`config.mk`:
```
export PLATFORM = sky130hd
export DESIGN_NAME = bus_arbiter
export DESIGN_NICKNAME = d
export VERILOG_FILES = /design/src/rtl/bus_pkg.sv /design/src/rtl/rr_pick.sv /design/src/rtl/bus_arbiter.sv
export SDC_FILE = /design/constraint.sdc
export NUM_CORES = 1
export LEC_CHECK = 0
export BUFFER_PORTS_ARGS = -buffer_cell sky130_fd_sc_hd__buf_2
export CAP_MARGIN = 20
export CELL_PAD_IN_SITES_DETAIL_PLACEMENT = 1
export CELL_PAD_IN_SITES_GLOBAL_PLACEMENT = 1
export CORE_MARGIN = 2
export CORE_UTILIZATION = 30
export DETAILED_ROUTE_END_ITERATION = 7
export PLACE_DENSITY = 0.78
export SETUP_SLACK_MARGIN = 0.05
export SYNTH_ARGS = -nofsm -noshare
export SYNTH_HDL_FRONTEND = slang
export SYNTH_SLANG_ARGS = --single-unit
```
`constraint.sdc`:
```
create_clock -name clk -period 3.5 [get_ports clk]
set_input_delay 0.175 -clock clk [delete_from_list [all_inputs] [get_ports clk]]
set_output_delay 0.175 -clock clk [all_outputs]
set_load 0.05 [all_outputs]
```
`src/rtl/bus_pkg.sv`:
```
// Shared types and helpers for the round-robin bus arbiter.
// Optional build macro used by bus_arbiter: BUS_ARB_CONTENTION_EN.
package bus_pkg;

    // Supported range for the number of requesting lanes.
    localparam int MIN_LANES = 2;
    localparam int MAX_LANES = 16;

    // Arbiter ownership state: nobody on the bus, or exactly one owner.
    typedef enum logic {
        IDLE  = 1'b0,
        OWNED = 1'b1
    } bus_state_e;

    // Width of a binary lane index (never narrower than one bit).
    function automatic int idx_w(input int n);
        return (n <= 2) ? 1 : $clog2(n);
    endfunction

    // True when a lane count lies inside the supported range.
    function automatic bit lanes_legal(input int n);
        return (n >= MIN_LANES) && (n <= MAX_LANES);
    endfunction

endpackage

```
`src/rtl/rr_pick.sv`:
```
// Combinational round-robin finder: starting one past i_ptr and wrapping
// modulo LANES, returns the first lane whose request is high and whose
// exclude bit is clear.
module rr_pick
    import bus_pkg::*;
#(
    parameter  int LANES = 4,
    localparam int IW    = idx_w(LANES)
) (
    input  logic [LANES-1:0] i_req,
    input  logic [IW-1:0]    i_ptr,
    input  logic [LANES-1:0] i_excl,
    output logic             o_found,
    output logic [LANES-1:0] o_onehot,
    output logic [IW-1:0]    o_index
);

    logic [LANES-1:0] w_cand;
    logic [IW-1:0]    w_j;

    assign w_cand = i_req & ~i_excl;

    // Walk ptr+1, ptr+2, ... and latch the first eligible lane.
    always_comb begin
        o_found  = 1'b0;
        o_onehot = '0;
        o_index  = '0;
        w_j      = '0;
        for (int k = 1; k <= LANES; k++) begin
            w_j = IW'((int'(i_ptr) + k) % LANES);
            if (!o_found && w_cand[w_j]) begin
                o_found      = 1'b1;
                o_onehot[w_j] = 1'b1;
                o_index      = w_j;
            end
        end
    end

endmodule

```
`src/rtl/bus_arbiter.sv`:
```
// Registered round-robin arbiter for a shared WIDTH-bit bus.
// One lane is granted per cycle; its data, a valid flag and its index are
// registered onto the bus. With HOLD=1 the owner keeps the bus while it
// requests, up to HOLD_MAX cycles when someone else is waiting.
// Optional build macro: BUS_ARB_CONTENTION_EN adds a 16-bit saturating
// count of cycles in which some requesting lane was left ungranted.
module bus_arbiter
    import bus_pkg::*;
#(
    parameter  int WIDTH    = 8,
    parameter  int LANES    = 4,
    parameter  int HOLD     = 1,
    parameter  int HOLD_MAX = 4,
    localparam int IW       = idx_w(LANES)
) (
    input  logic                   clk,
    input  logic                   rst_n,
    input  logic [LANES-1:0]       lane_req,
    input  logic [LANES*WIDTH-1:0] lane_data,
    output logic [LANES-1:0]       lane_grant,
    output logic [WIDTH-1:0]       bus_data,
    output logic                   bus_valid,
    output logic [IW-1:0]          bus_owner,
    output bus_state_e             dbg_state
`ifdef BUS_ARB_CONTENTION_EN
    ,
    output logic [15:0]            contention_cnt
`endif
);

    // Handshake: no ready path. A lane requests by holding lane_req high;
    // it owns the bus for a cycle when lane_grant/bus_valid show it after
    // the sampling edge, and lane_data is taken at that same edge.

    localparam bit LANES_OK = lanes_legal(LANES);
    localparam int CW       = $clog2(HOLD_MAX + 2);
    localparam logic [CW-1:0] LIMIT = (HOLD_MAX > 0) ? CW'(HOLD_MAX - 1) : '0;
    localparam logic [CW-1:0] SAT   = CW'(HOLD_MAX);

    bus_state_e       r_state;
    logic [LANES-1:0] r_grant;
    logic [WIDTH-1:0] r_data;
    logic [IW-1:0]    r_owner;
    logic [IW-1:0]    r_ptr;
    logic [CW-1:0]    r_hold_cnt;

    bus_state_e       w_state_nxt;
    logic [LANES-1:0] w_grant_nxt;
    logic [WIDTH-1:0] w_data_nxt;
    logic [IW-1:0]    w_owner_nxt;
    logic [IW-1:0]    w_ptr_nxt;
    logic [CW-1:0]    w_cnt_nxt;

    logic [LANES-1:0] w_req;
    logic             w_owner_req;
    logic             w_others;
    logic             w_at_limit;
    logic             w_keep;
    logic             w_force;
    logic [LANES-1:0] w_excl;
    logic             w_found;
    logic [LANES-1:0] w_pick_onehot;
    logic [IW-1:0]    w_pick_index;

    // An out-of-range lane count never grants anything.
    assign w_req       = LANES_OK ? lane_req : '0;
    assign w_owner_req = |(w_req & r_grant);
    assign w_others    = |(w_req & ~r_grant);
    // >= rather than == so a saturated counter still yields to a late contender.
    assign w_at_limit  = (HOLD_MAX > 0) && (r_hold_cnt >= LIMIT) && w_others;
    assign w_keep      = (r_state == OWNED) && (HOLD != 0) && w_owner_req && !w_at_limit;
    assign w_force     = (r_state == OWNED) && (HOLD != 0) && w_owner_req && w_at_limit;
    assign w_excl      = w_force ? r_grant : '0;

    rr_pick #(
        .LANES (LANES)
    ) u_pick (
        .i_req    (w_req),
        .i_ptr    (r_ptr),
        .i_excl   (w_excl),
        .o_found  (w_found),
        .o_onehot (w_pick_onehot),
        .o_index  (w_pick_index)
    );

    // Next-state: keep the owner, re-arbitrate without a bubble, or go idle.
    always_comb begin
        w_state_nxt = IDLE;
        w_grant_nxt = '0;
        w_owner_nxt = '0;
        w_ptr_nxt   = r_ptr;
        w_cnt_nxt   = '0;
        if (w_keep) begin
            w_state_nxt = OWNED;
            w_grant_nxt = r_grant;
            w_owner_nxt = r_owner;
            w_cnt_nxt   = (r_hold_cnt >= SAT) ? r_hold_cnt : r_hold_cnt + 1'b1;
        end else if (w_found) begin
            w_state_nxt = OWNED;
            w_grant_nxt = w_pick_onehot;
            w_owner_nxt = w_pick_index;
            w_ptr_nxt   = w_pick_index;
        end
    end

    // Winner's data as sampled at the same edge; zero when nobody wins.
    always_comb begin
        w_data_nxt = '0;
        for (int i = 0; i < LANES; i++) begin
            if (w_grant_nxt[i]) begin
                w_data_nxt = lane_data[i*WIDTH +: WIDTH];
            end
        end
    end

    // State, grant, bus and pointer registers.
    always_ff @(posedge clk or negedge rst_n) begin
        if (!rst_n) begin
            r_state    <= IDLE;
            r_grant    <= '0;
            r_data     <= '0;
            r_owner    <= '0;
            r_ptr      <= IW'(LANES - 1);
            r_hold_cnt <= '0;
        end else begin
            r_state    <= w_state_nxt;
            r_grant    <= w_grant_nxt;
            r_data     <= w_data_nxt;
            r_owner    <= w_owner_nxt;
            r_ptr      <= w_ptr_nxt;
            r_hold_cnt <= w_cnt_nxt;
        end
    end

    assign lane_grant = r_grant;
    assign bus_data   = r_data;
    assign bus_valid  = (r_state == OWNED);
    assign bus_owner  = r_owner;
    assign dbg_state  = r_state;

`ifdef BUS_ARB_CONTENTION_EN
    logic [15:0] r_cont;

    // Count cycles where a requesting lane is left without the grant.
    always_ff @(posedge clk or negedge rst_n) begin
        if (!rst_n) begin
            r_cont <= '0;
        end else if ((|(w_req & ~w_grant_nxt)) && (r_cont != 16'hFFFF)) begin
            r_cont <= r_cont + 16'd1;
        end
    end

    assign contention_cnt = r_cont;
`endif

endmodule

```
==> flow_metrics.tcl <==
set metrics [dict create \
    status "complete, no violations" \
    rows 28 \
    crit_arrival_ns 3.60 \
    yosysTopAreaCellShare_pct 24.8 \
    postPlaceCellArea_um2 2280 \
    antenna_found_initial 0 \
    async_reset_ff_share_pct 100 \
    ys_warn_count 0 \
    fin_ws_ns 0.0466 \
    p_leak_uw 0.00109 \
    yosys.area_share.simple_pct 18.7 \
    grt_pass1_vias 1968 \
    fp.dieW_um 81.8 \
    clkSinkCount 20 \
    cpMaxStageDelayCell "mux4_2" \
    cp_common_cell "ha_1" \
    synthDistinctLibCells 52 \
    cpPeakStageDelay_ns 0.52 \
    synth_compound_area_share_pct 34.1 \
    drive_gt1_share_pct 38.6 \
    r2r_cells 12 \
    grt_use_total_pct 18.4 \
    synth.most_common_cell "dfrtp_1" \
    vdd_drop_max_mv 0.518 \
    critPathMaxFanout 9 \
    cp.depth 12 \
    nets 308 \
    place_hpwl_um 4510 \
    hold_viol 0 \
    end_kind "register" \
    syn-cell-area_um2 1820 \
    skew_ns 0.00547 \
    crit_family "compound AO/OA/AOI/OAI gates" \
    drt_iter0_drc 87 \
    cts-root-buf "clkbuf_8" \
    setup_viol 0 \
    p_per_area_nw_per_um2 1220 \
    first_pass_iters 4 \
    place_congestion 0.849 \
    crit_type "register to register" \
    synth_area_leaders "dfrtp_1 25%, ha_1 6.9%, o221a_1 5.0%" \
    synth_top_family_by_area "compound AO/OA/AOI/OAI gates" \
    synth_nets 233 \
    via_count 1830 \
    hp-class "primary input to register" \
    cts_buffers 3 \
    synthXorXnorAreaFrac_pct 1.45 \
    grt_max_degree 21 \
    clk_latency_ns 0.26 \
    avgSynthCellArea_um2 9.83 \
    synthMuxAreaShare_pct 6.47 \
    die_h_um 81.8 \
    initial_core_util_pct 30.9 \
    cp_num_buf_inv 1 \
    htree_levels 1 \
    final_cell_area_um2 2430 \
    cp.required_ns 3.64 \
    max_slew_margin_pct 65.4 \
    utilization_pct 41.2 \
    synth_edf_count 0 \
    core_um2 5890 \
    cap_viol_max_count 0 \
    maxSlewViolCount 0 \
    postRouteAntennaNets 0 \
    grt_setup_unrepaired "true" \
    whs_ns 0.190 \
    synth_common_cells "18 x dfrtp_1, 16 x nand2_1, 10 x ha_1" \
    synth_area_leader_cell "dfrtp_1" \
    worst_slew_pin_slew_ns 0.517 \
    period_needed_ns 3.45 \
    dpl_worst_slack_ns 0.0338 \
    port_buffers 53 \
    routed_wl_um 5740 \
    cts_tree "yes" \
    path_clk_slew_ns 0.08 \
    grt_overflow 0 \
    remaining_drc_errors 0 \
    ys_seq_area_share_pct 27.7 \
    grt_pass1_wl_um 9590 \
    crit_path_cell_trace "ha_1, ha_1, a211o_1, o41ai_4, o31a_1, mux4_2, nor2b_4, a221o_1, o32ai_4, inv_4, a311o_1, o221a_1" \
    min_period_over_period_pct 98.7 \
    io_pins 54 \
    wl_per_cell_um 17.2 \
    hold-path-cell-count 2 \
    max_freq_mhz 290 \
    setup_tns_ns 0 \
    syn2layout_area_growth_pct 33.4 \
    yosys_most_used_dff "dfrtp_1" \
    clk_path_buf_depth 2 \
    synthCells 185 \
    synthAdderAreaFrac_pct 6.88 \
    die_area_um2 6700 \
    antennaDiodeCount 0 \
    ys_ff_latch 20 \
    fill_cells 712 \
    critPathLaunchType "register" \
    viasPerCell 5.48 \
]
==> logic make-up after synthesis <==
family,after synthesis
simple gates,60
flops,20
buf+inv,20
fa+ha+maj,10
mux,8
xor+xnor,3
compound gates,64
==> through the flow <==
step | power [uW] | cells
CTS | 2940 | 330
floorplan | 2040 | 185
global placement | 2660 | 322
detailed placement | 2700 | 322
global route | 3190 | 334
finish | 2960 | 334
==> power by group <==
| group | leakage [uW] | switching (uW) | internal, uW |
|---|---|---|---|
| registers | 0.000235 | 68.6 | 366 |
| logic | 0.000815 | 1380 | 922 |
| clock network | 0.0000357 | 77.0 | 153 |
| total | 0.00109 | 1520 | 1440 |
==> cell type report <==
cell class / count / area, um2 / area share [%]
well taps: 75 / 93.8 / 3.87
clock buffers: 3 / 41.3 / 1.70
repair buffers: 78 / 468 / 19.3
flip-flops and latches: 20 / 503 / 20.7
inverters: 12 / 48.8 / 2.01
multi-input cells: 145 / 1240 / 51.2
clock inverters: 1 / 30.0 / 1.24
==> state kept, by name, summed over array words and instances (netlist names) <==
| register | count |
|---|---|
| r_hold_cnt | 3 |
| bus_data | 8 |
| bus_owner | 2 |
| lane_grant | 4 |
| bus_valid | 1 |
| r_ptr | 2 |
==> timing repair <==
item	in CTS	in global routing
gates cloned	0	0
pin swaps	1	1
hold buffers	1	0
gates resized for setup	0	2
setup buffers	3	4
setup endpoints to repair	8	8
endpoints found under the hold margin	18	0
==> layout by cell type (no fill, tap or decap), types with 3 or more instances in the layout <==
master	instances
dfrtp_1	18
o221a_1	8
nor2_1	9
o31ai_1	3
nand2_1	16
buf_2	53
buf_4	23
clkbuf_8	3
a211o_1	3
nand4_1	3
mux2i_1	5
inv_1	9
o21ai_0	4
nor2b_1	9
mux4_2	3
nand3b_1	8
ha_1	10
a21boi_0	9
a311o_1	8
==> layer usage <==
metal / part of all wire (%) / routed length [um] / vias up / GRT usage (%)
li1: - / - / 876 / -
met1: 44 / 2550 / 883 / 23.2
met2: 49 / 2800 / 65 / 33.1
met3: 5.7 / 327 / 6 / 2.53
met4: 1.0 / 60 / 0 / 4.17
met5: 0 / 0 / - / 0
==> path summary, 6_finish.rpt <==
path,to,startpoint,slack (ns)
max reg2reg,bus_data[5]$_DFF_PN0_,r_hold_cnt[1]$_DFFE_PN0P_,0.05
max in group asynchronous,r_ptr[0]$_DFFE_PN1P_,rst_n,2.78
min reg2reg,bus_owner[1]$_DFFE_PN0N_,bus_owner[1]$_DFFE_PN0N_,0.49
min,bus_data[4]$_DFF_PN0_,lane_data[28],0.19
max,bus_data[5]$_DFF_PN0_,r_hold_cnt[1]$_DFFE_PN0P_,0.05
min in group asynchronous,bus_data[6]$_DFF_PN0_,rst_n,0.38
No activity file was read; power rests on OpenSTA's default activity.
